<file path="config.mk">
export PLATFORM = sky130hd
export DESIGN_NAME = piano_play_sequencer
export DESIGN_NICKNAME = d
export VERILOG_FILES = /design/src/rtl/piano_pkg.sv /design/src/rtl/beat_timer.sv /design/src/rtl/piano_play_sequencer.sv
export SDC_FILE = /design/constraint.sdc
export NUM_CORES = 1
export LEC_CHECK = 0
export ABC_CLOCK_PERIOD_IN_PS = 7700
export CORE_UTILIZATION = 55
export CTS_CLUSTER_DIAMETER = 120
export CTS_CLUSTER_SIZE = 28
export DETAILED_ROUTE_END_ITERATION = 7
export DONT_BUFFER_PORTS = 1
export PLACE_DENSITY_LB_ADDON = 0.1
export SYNTH_ARGS = -nofsm -noshare
export SYNTH_HDL_FRONTEND = slang
export SYNTH_HIERARCHICAL = 1
export SYNTH_SLANG_ARGS = --single-unit
export TNS_END_PERCENT = 100
</file>
<file path="constraint.sdc">
create_clock -name clk -period 7.7 [get_ports clk]
set_input_delay 0.77 -clock clk [delete_from_list [all_inputs] [get_ports clk]]
set_output_delay 0.77 -clock clk [all_outputs]
set_load 0.01 [all_outputs]
</file>
<file path="src/rtl/piano_pkg.sv">
// Shared types and constants for the E-piano song sequencer.
// Holds the ROM word layout, the reserved key codes and the sequencer state encoding.
package piano_pkg;

   localparam logic [7:0]  KEY_REST  = 8'h00;
   localparam logic [11:0] ROM_END   = 12'h000;

   localparam int BEATS_MSB = 11;
   localparam int BEATS_LSB = 8;
   localparam int CODE_MSB  = 7;
   localparam int CODE_LSB  = 0;

   typedef enum logic [2:0] {
      IDLE,
      FETCH,
      LOAD,
      PLAY,
      GAP,
      DONE
   } seq_state_t;

endpackage

</file>
<file path="src/rtl/beat_timer.sv">
// Note-length timer: a BEAT_DIV prescaler feeding a 4-bit beat down-counter.
// expired is high in the final counted cycle of the loaded note.
module beat_timer #(
   parameter int BEAT_DIV = 12_500_000
) (
   input  logic       clk,
   input  logic       rst,
   input  logic       load,
   input  logic [3:0] beats,
   input  logic       hold,
   output logic       expired
);

   localparam int               PRE_W    = (BEAT_DIV > 1) ? $clog2(BEAT_DIV) : 1;
   localparam logic [PRE_W-1:0] PRE_LAST = PRE_W'(BEAT_DIV - 1);

   logic [PRE_W-1:0] pre_q, pre_d;
   logic [3:0]       beats_q, beats_d;
   logic             tick;

   // NOTE: every signal written here gets a default first, so no path leaves one unassigned (no latch).
   always_comb begin
      pre_d   = pre_q;
      beats_d = beats_q;
      tick    = !hold && (pre_q == PRE_LAST);
      expired = tick && (beats_q == 4'd1);

      if (load) begin
         pre_d   = '0;
         beats_d = beats;
      end else if (!hold) begin
         if (tick) begin
            pre_d = '0;
            if (beats_q != 4'd0) begin
               beats_d = beats_q - 4'd1;
            end
         end else begin
            pre_d = pre_q + PRE_W'(1);
         end
      end
   end

   // NOTE: state registers use non-blocking assignments so every flop samples pre-edge values.
   always_ff @(posedge clk) begin
      if (rst) begin
         pre_q   <= '0;
         beats_q <= 4'd0;
      end else begin
         pre_q   <= pre_d;
         beats_q <= beats_d;
      end
   end

endmodule

</file>
<file path="src/rtl/piano_play_sequencer.sv">
// Key-code source for the E-piano: forwards live keys or steps through the song ROM.
// A non-zero live key freezes an in-progress song; dropping mode aborts it.
module piano_play_sequencer
   import piano_pkg::*;
#(
   parameter int BEAT_DIV   = 12_500_000,
   parameter int GAP_CYCLES = 1_250_000,
   parameter int ADDR_W     = 6
) (
   input  logic              clk,
   input  logic              rst,
   input  logic [7:0]        kb_code,
   input  logic              mode,
   input  logic              play_start,
   output logic [ADDR_W-1:0] rom_addr,
   input  logic [11:0]       rom_data,
   output logic [7:0]        key_code,
   output logic              busy,
   output logic              song_done
);

   localparam int               GAP_W    = (GAP_CYCLES > 1) ? $clog2(GAP_CYCLES) : 1;
   localparam logic [GAP_W-1:0] GAP_LAST = GAP_W'(GAP_CYCLES - 1);

   seq_state_t        state_q, state_d;
   logic [ADDR_W-1:0] rom_addr_q, rom_addr_d;
   logic [7:0]        key_code_q, key_code_d;
   logic [7:0]        note_q, note_d;
   logic [GAP_W-1:0]  gap_cnt_q, gap_cnt_d;
   logic              song_done_q, song_done_d;

   logic       override;
   logic       last_addr;
   logic       timer_load;
   logic       timer_hold;
   logic       beat_expired;
   logic [3:0] rom_beats;
   logic [7:0] rom_code;

   assign rom_beats = rom_data[BEATS_MSB:BEATS_LSB];
   assign rom_code  = rom_data[CODE_MSB:CODE_LSB];
   assign last_addr = &rom_addr_q;
   assign override  = (state_q != IDLE) && (kb_code != KEY_REST);
   assign timer_hold = override || (state_q != PLAY);

   beat_timer #(
      .BEAT_DIV (BEAT_DIV)
   ) u_beat_timer (
      .clk     (clk),
      .rst     (rst),
      .load    (timer_load),
      .beats   (rom_beats),
      .hold    (timer_hold),
      .expired (beat_expired)
   );

   always_comb begin
      state_d     = state_q;
      rom_addr_d  = rom_addr_q;
      key_code_d  = key_code_q;
      note_d      = note_q;
      gap_cnt_d   = gap_cnt_q;
      song_done_d = 1'b0;
      timer_load  = 1'b0;

      if ((state_q != IDLE) && !mode) begin
         state_d    = IDLE;
         rom_addr_d = '0;
         gap_cnt_d  = '0;
         key_code_d = kb_code;
      end else if (override) begin
         // Live key wins; everything else holds until the key is released.
         key_code_d = kb_code;
      end else begin
         unique case (state_q)
            IDLE: begin
               key_code_d = kb_code;
               if (mode && play_start) begin
                  state_d    = FETCH;
                  rom_addr_d = '0;
               end
            end
            FETCH: begin
               key_code_d = KEY_REST;
               state_d    = LOAD;
            end
            LOAD: begin
               key_code_d = KEY_REST;
               if (rom_data == ROM_END) begin
                  state_d = DONE;
               end else if (rom_beats == 4'd0) begin
                  if (last_addr) begin
                     state_d = DONE;
                  end else begin
                     rom_addr_d = rom_addr_q + ADDR_W'(1);
                     state_d    = FETCH;
                  end
               end else begin
                  key_code_d = rom_code;
                  note_d     = rom_code;
                  timer_load = 1'b1;
                  state_d    = PLAY;
               end
            end
            PLAY: begin
               if (beat_expired) begin
                  key_code_d = KEY_REST;
                  gap_cnt_d  = '0;
                  state_d    = GAP;
               end else begin
                  key_code_d = note_q;
               end
            end
            GAP: begin
               key_code_d = KEY_REST;
               if (gap_cnt_q == GAP_LAST) begin
                  gap_cnt_d = '0;
                  if (last_addr) begin
                     state_d = DONE;
                  end else begin
                     rom_addr_d = rom_addr_q + ADDR_W'(1);
                     state_d    = FETCH;
                  end
               end else begin
                  gap_cnt_d = gap_cnt_q + GAP_W'(1);
               end
            end
            DONE: begin
               key_code_d  = KEY_REST;
               song_done_d = 1'b1;
               state_d     = IDLE;
            end
            default: state_d = IDLE;
         endcase
      end
   end

   always_ff @(posedge clk) begin
      if (rst) begin
         state_q     <= IDLE;
         rom_addr_q  <= '0;
         key_code_q  <= KEY_REST;
         note_q      <= KEY_REST;
         gap_cnt_q   <= '0;
         song_done_q <= 1'b0;
      end else begin
         state_q     <= state_d;
         rom_addr_q  <= rom_addr_d;
         key_code_q  <= key_code_d;
         note_q      <= note_d;
         gap_cnt_q   <= gap_cnt_d;
         song_done_q <= song_done_d;
      end
   end

   assign rom_addr  = rom_addr_q;
   assign key_code  = key_code_q;
   assign busy      = (state_q != IDLE);
   assign song_done = song_done_q;

endmodule
</file>
==> results of run 1 <==
kinds of logic (layout without fill, tap and decap cells):
logic type               count (synthesis)  after routing  share of synthesized area (%)
adder cells (fa/ha/maj)                  6              6                          1.943
flip-flops                              75             75                          38.86
AO/OA/AOI/OAI                           83             83                          14.64
multiplexers                             9              9                          2.332
XOR/XNOR                                28             28                          6.347
buffers and inverters                   34             33                          3.756
AND/OR/NAND/NOR                        221            221                          32.12
state kept, by name, summed over array words and instances (netlist names):
| signal | flops |
|---|---|
| gap_cnt_q | 21 |
| key_code | 8 |
| note_q | 8 |
| rom_addr | 6 |
| song_done | 1 |
| state_q | 3 |
| u_beat_timer/beats_q | 4 |
| u_beat_timer/pre_q | 24 |
how the worst max path moves through the flow:
| stage | start | endpoint | slack [ns] | cells after the start |
|---|---|---|---|---|
| finish | kb_code[6] | gap_cnt_q[16] | 3.49 | 12 |
| global route | kb_code[6] | gap_cnt_q[5] | 3.06 | 12 |
| CTS | kb_code[6] | gap_cnt_q[10] | 3.49 | 12 |
| detailed placement | kb_code[6] | gap_cnt_q[16] | 3.18 | 12 |
| global placement | kb_code[6] | gap_cnt_q[14] | 3.39 | 12 |
| floorplan | kb_code[2] | gap_cnt_q[19] | 3.91 | 14 |
Yosys cell counts (10+ instances only):
cell	n	area share [%]
a21oi_1	20	2.6
clkbuf_1	12	1.2
dfxtp_1	75	39
inv_1	15	1.5
nand2_1	32	3.1
nand3_1	19	2.5
nand4_1	11	1.8
nor2_1	61	5.9
nor3_1	15	1.9
nor4_1	11	1.8
o21ai_0	18	2.3
or3_1	10	1.6
xnor2_1	14	3.2
xor2_1	14	3.2
power by group:
part / leakage (nW) / internal (W) / switching [W]
combinational: 0.620 / 0.00000689 / 0.0000134
sequential: 0.606 / 0.000390 / 0.00000441
clock: 0.123 / 0.000223 / 0.000142
layer usage:
layer	GRT usage, %	wire length (um)	vias up
met4	10.30	140	0
met5	0	0	-
met1	29.04	3783	1543
li1	-	-	1663
met3	5.967	360	10
met2	40.51	3902	36
metrics by stage:
| stage | area [um2] | util (%) | std cells | setup WS [ns] | hold slack (ns) |
|---|---|---|---|---|---|
| after global routing | 4159 | 61.22 | 551 | 3.063 | 0.4578 |
| after CTS | 4159 | 61.22 | 551 | 3.490 | 0.4628 |
| final | 4159 | 61.22 | 551 | 3.488 | 0.4776 |
| after global placement | 3918 | 57.66 | 535 | 3.389 | 0.4643 |
| after floorplan | 3864 | - | 456 | 3.907 | 0.4536 |
| after detailed placement | 3918 | 57.66 | 535 | 3.178 | 0.4725 |
area by class of cell:
class	count	area share (%)
Clock buffer	11	3.400
Timing Repair Buffer	2	0.3610
Sequential cell	75	36.10
Clock inverter	5	2.407
Tap cell	96	2.888
Multi-Input combinational cell	347	53.49
Inverter	15	1.354
==> metrics.md, run 1 <==
| Metric | Value |
|---|---|
| Status | complete, no violations |
| Die area | 7364 um2 |
| Drt wl/cell | 14.86 um |
| Minimum clock period | 4.212 ns |
| Cell area after synthesis | 3864 um2 |
| Antenna violations before repair | 0 |
| Clock buffer count from CTS | 9 |
| Max Buffers Root-to-Sink | 2 |
| # clock sinks | 75 |
| Post-DP HPWL | 5768 um |
| Share of cells above drive strength 1 | 7.912% |
| Worst skew pair latency | 0.35 ns |
| Most frequent cells in the layout | 75 x dfxtp_1, 61 x nor2_1, 32 x nand2_1 |
| First-pass DRT Iterations | 4 |
| Post-CTS setup buffer count | 0 |
| Root buffer cell | clkbuf_8 |
| Multi-input logic area | 2225 um2 |
| Register area share after synthesis | 38.86% |
| Crit-path max FO | 11 |
| Hold path start | rst |
| Total power | 0.0007807 W |
| Setup_tns | 0 ns |
| Dominant delay contributor by cell family on the critical path | simple AND/OR/NAND/NOR gates |
| Ys Warns | 6 |
| Worst-margin pin slew | 1.017 ns |
| Worst clock skew | 0.009493 ns |
| Fillers | 601 |
| Reg2reg start | state_q[1] |
| Hold Crit Depth | 1 |
| Port bufs | 0 |
| Peak supply drop | 0.1727 mV |
| Total grt overflow | 0 |
| CP Cell Sequence | nor4_2 > and2_2 > nand3_1 > and3b_1 > nand3_1 > nor4_1 > nor4bb_1 > and4b_1 > o211ai_1 > o21ai_1 > buf_4 > a21oi_1 |
| Hold Crit Class | input port to flop |
| CP endpoint kind | flop |
| Core area | 6794 um2 |
| Ys async rst share | 0% |
| Max-Cap Viols | 0 |
| # setup viols final | 0 |
| Post-synthesis cell count | 456 |
| Critical path type | input port to flop |
| #FFs+latches synth | 75 |
| CP max stage cell | o21ai_1 |
| Worst path bufs/invs | 1 |
| Power density over cell area | 187.7 nW/um2 |
| DRT iter0 DRCs | 134 |
| Main synth FF type | dfxtp_1 |
| Final wirelength | 8186 um |
| Register Area | 1501 um2 |
| TritonCTS clock tree | yes |
| Unrepaired setup endpoints after global routing | no |
| Placement row count | 30 |
| Hold endpoint | note_q[3] |
| Most common library cell in the layout ignoring fill and taps | dfxtp_1 |
| First-pass GRT wire length | 14180 um |
| DRC viols | 0 |
| H-Tree Depth | 3 |
| Worst setup SP type | input port |
| Final #Nets | 480 |
| Drt via density | 5.902 |
| Leakage | 1.350 nW |
| Gpl congestion | 0.7915 |
| ANT cells | 0 |
| Most common cell on crit path | nand3_1 |
| Fin. max-slew vios | 0 |
| R2r endpoint | gap_cnt_q[16] |
| Synth-to-layout area growth | 7.643% |
| Fin crit share | 54.70% |
| Antenna viol nets, final | 0 |
| Vias in the first global route | 3084 |
| Hold-fix buffers at CTS | 0 |
| Via count | 3252 |
| Number of synthesized flops with an enable pin | 0 |
| Avg Inst Size Synth | 8.473 um2 |
| Starting density of the core | 56.87% |
| Synth cell types | 61 |
| Final Hold Fails | 0 |
| Max Freq | 0.2374 GHz |
| GR Util All Layers | 23.98% |
| Die extent in x | 85.82 um |
| I/O pin count | 40 |
| Reg2reg path depth | 11 |
| Max-slew headroom at the worst pin | 31.65% |
| Reg2Reg Setup Slack | 3.74 ns |
| CTS resizes | 0 |
| Data arrival, critical path | 4.45 ns |
| Syn_nets | 486 |
| CP required | 7.94 ns |
| Clock-pin slew on the worst setup and hold paths | 0.08 ns |
| Largest net degree at the start of global routing | 30 |
| Die span in y | 85.82 um |
| CP peak stage delay | 0.65 ns |
(Power assumes the default switching activity.)
==> run 2, diff against run 1 <==
Settings changed: ABC_CLOCK_PERIOD_IN_PS 7700 to 4400.
Clock period 7.7 ns to 4.4 ns, I/O delays scaled along.
==> metrics.md, run 2 (synthesized netlist as in run 1, its figures left out) <==
| Metric | Value |
|---|---|
| Max Buffers Root-to-Sink | 2 |
| Die extent in x | 85.82 um |
| Final Instance Area | 4167 um2 |
| Hold Crit Class | input port to flop |
| CP endpoint kind | flop |
| CP required | 4.64 ns |
| Largest net degree at the start of global routing | 30 |
| # clock sinks | 75 |
| Starting density of the core | 56.87% |
| Sequential Power Share | 50.6% |
| Clock-pin slew on the worst setup and hold paths | 0.08 ns |
| Max-Cap Viols | 0 |
| Crit-path max FO | 10 |
| Die span in y | 85.82 um |
| Status | complete, no violations |
| Max Freq | 0.2786 GHz |
| Hold-fix buffers at CTS | 0 |
| Worst setup SP type | flop |
| Top flop regs | u_beat_timer/pre_q x24, gap_cnt_q x21 |
| Unrepaired setup endpoints after global routing | no |
| Minimum clock period | 3.589 ns |
| DRC viols | 0 |
| I/O pin count | 40 |
| Reg2Reg Setup Slack | 0.81 ns |
| Most common library cell in the layout ignoring fill and taps | dfxtp_1 |
| Final Hold Fails | 0 |
| Port bufs | 0 |
| Leakage | 1.354 nW |
| Worst-margin pin slew | 1.041 ns |
| Fin. max-slew vios | 0 |
| Worst clock skew | 0.01072 ns |
| Die area | 7364 um2 |
| Antenna viol nets, final | 0 |
| Hold Slack | 0.1549 ns |
| Psw | 0.0002779 W |
| First-pass GRT wire length | 13940 um |
| Power density over cell area | 327.6 nW/um2 |
| Post-CTS setup buffer count | 0 |
| Post-DP HPWL | 5887 um |
| Hold Crit Depth | 1 |
| Sw Share | 20.36% |
| Core area | 6794 um2 |
| TritonCTS clock tree | yes |
| Grt met3 use | 4.909% |
| Top reg by flops | u_beat_timer/pre_q |
| DRT iter0 DRCs | 135 |
| Met1 GRT Util | 29.63% |
| Most frequent cells in the layout | 75 x dfxtp_1, 61 x nor2_1, 32 x nand2_1 |
| Synth-to-layout area growth | 7.837% |
| Drt via density | 5.933 |
| Pint | 0.001087 W |
| ANT cells | 0 |
| Peak supply drop | 0.2080 mV |
| Total power | 0.001365 W |
| Share of cells above drive strength 1 | 8.114% |
| Combinational share of power | 2.7% |
| Final wirelength | 8126 um |
| Met2 usage | 40.65% |
| Worst skew pair latency | 0.34 ns |
| Final #Nets | 481 |
| Root buffer cell | clkbuf_8 |
| Grt peak-use layer | met2 |
| Critical path type | flop to flop |
| Clock buffer count from CTS | 9 |
| Total grt overflow | 0 |
| CTS resizes | 0 |
| Placed instance area | 3925 um2 |
| GR Util All Layers | 23.81% |
| Via count | 3275 |
| Max-slew headroom at the worst pin | 30.05% |
| Setup_tns | 0 ns |
| Vias in the first global route | 3027 |
| Antenna violations before repair | 0 |
| Placement row count | 30 |
| Data arrival, critical path | 3.83 ns |
| Reg2reg path depth | 12 |
| First-pass DRT Iterations | 4 |
| H-Tree Depth | 3 |
| Drt wl/cell | 14.72 um |
| # setup viols final | 0 |
| Clk pwr share | 46.7% |
| Gpl congestion | 0.8543 |
| Max FFs per register | 24 |
| Fin crit share | 81.56% |
[run 2: cell types whose count changed in the layout (fill, tap and decap cells not counted)]
cell / previous run / this run
buf_4: 2 / 3
[run 2: area by class of cell]
cell class	instances	area [um2]
well taps	96	120.1
fillers	610	2628
clock buffers	11	141.4
multi-input cells	347	2225
inverters	15	56.30
flip-flops and latches	75	1501
repair buffers	3	22.52
clock inverters	5	100.1
[run 2: worst paths after layout]
path,endpoint,startpoint
setup / recovery,gap_cnt_q[18],state_q[1]
hold / removal,note_q[2],rst
setup reg to reg,gap_cnt_q[18],state_q[1]
hold reg to reg,gap_cnt_q[1],gap_cnt_q[1]
[run 2: routing by layer]
metal  vias up  part of all wire [%]
met5         -                     0
met4         0                   1.4
met3         9                   3.5
met2        46                    48
met1      1558                    47
li1       1662                     -
[run 2: through the flow]
step,setup slack (ns),util [%],instances
finish,0.8112,61.33,552
detailed placement,0.4759,57.77,536
global route,0.4032,61.33,552
global placement,0.6508,57.77,536
floorplan,0.9366,-,456
CTS,0.8197,61.33,552
[run 2: worst max-delay path: stages, from the launching register on]
cell      delay [ns]
dfxtp_1         0.48
nor2b_1         0.26
nand3_1         0.26
and3b_1         0.39
nand3_1         0.10
nor4_1          0.17
nor4bb_1        0.51
and4b_1         0.31
o211a_1         0.33
nand3_1         0.22
nor3_1          0.26
xnor2_1         0.15
nor2_1          0.05
[run 2: power groups by stage]
stage	Sequential [W]	Clock, W	Combinational, W
6_report	0.000691	0.000638	0.0000365
5_1_grt	0.000692	0.000694	0.0000411
4_1_cts	0.000691	0.000653	0.0000368
3_5_place_dp	0.000707	0	0.0000366
3_3_place_gp	0.000707	0	0.0000358
2_1_floorplan	0.000704	0	0.0000351
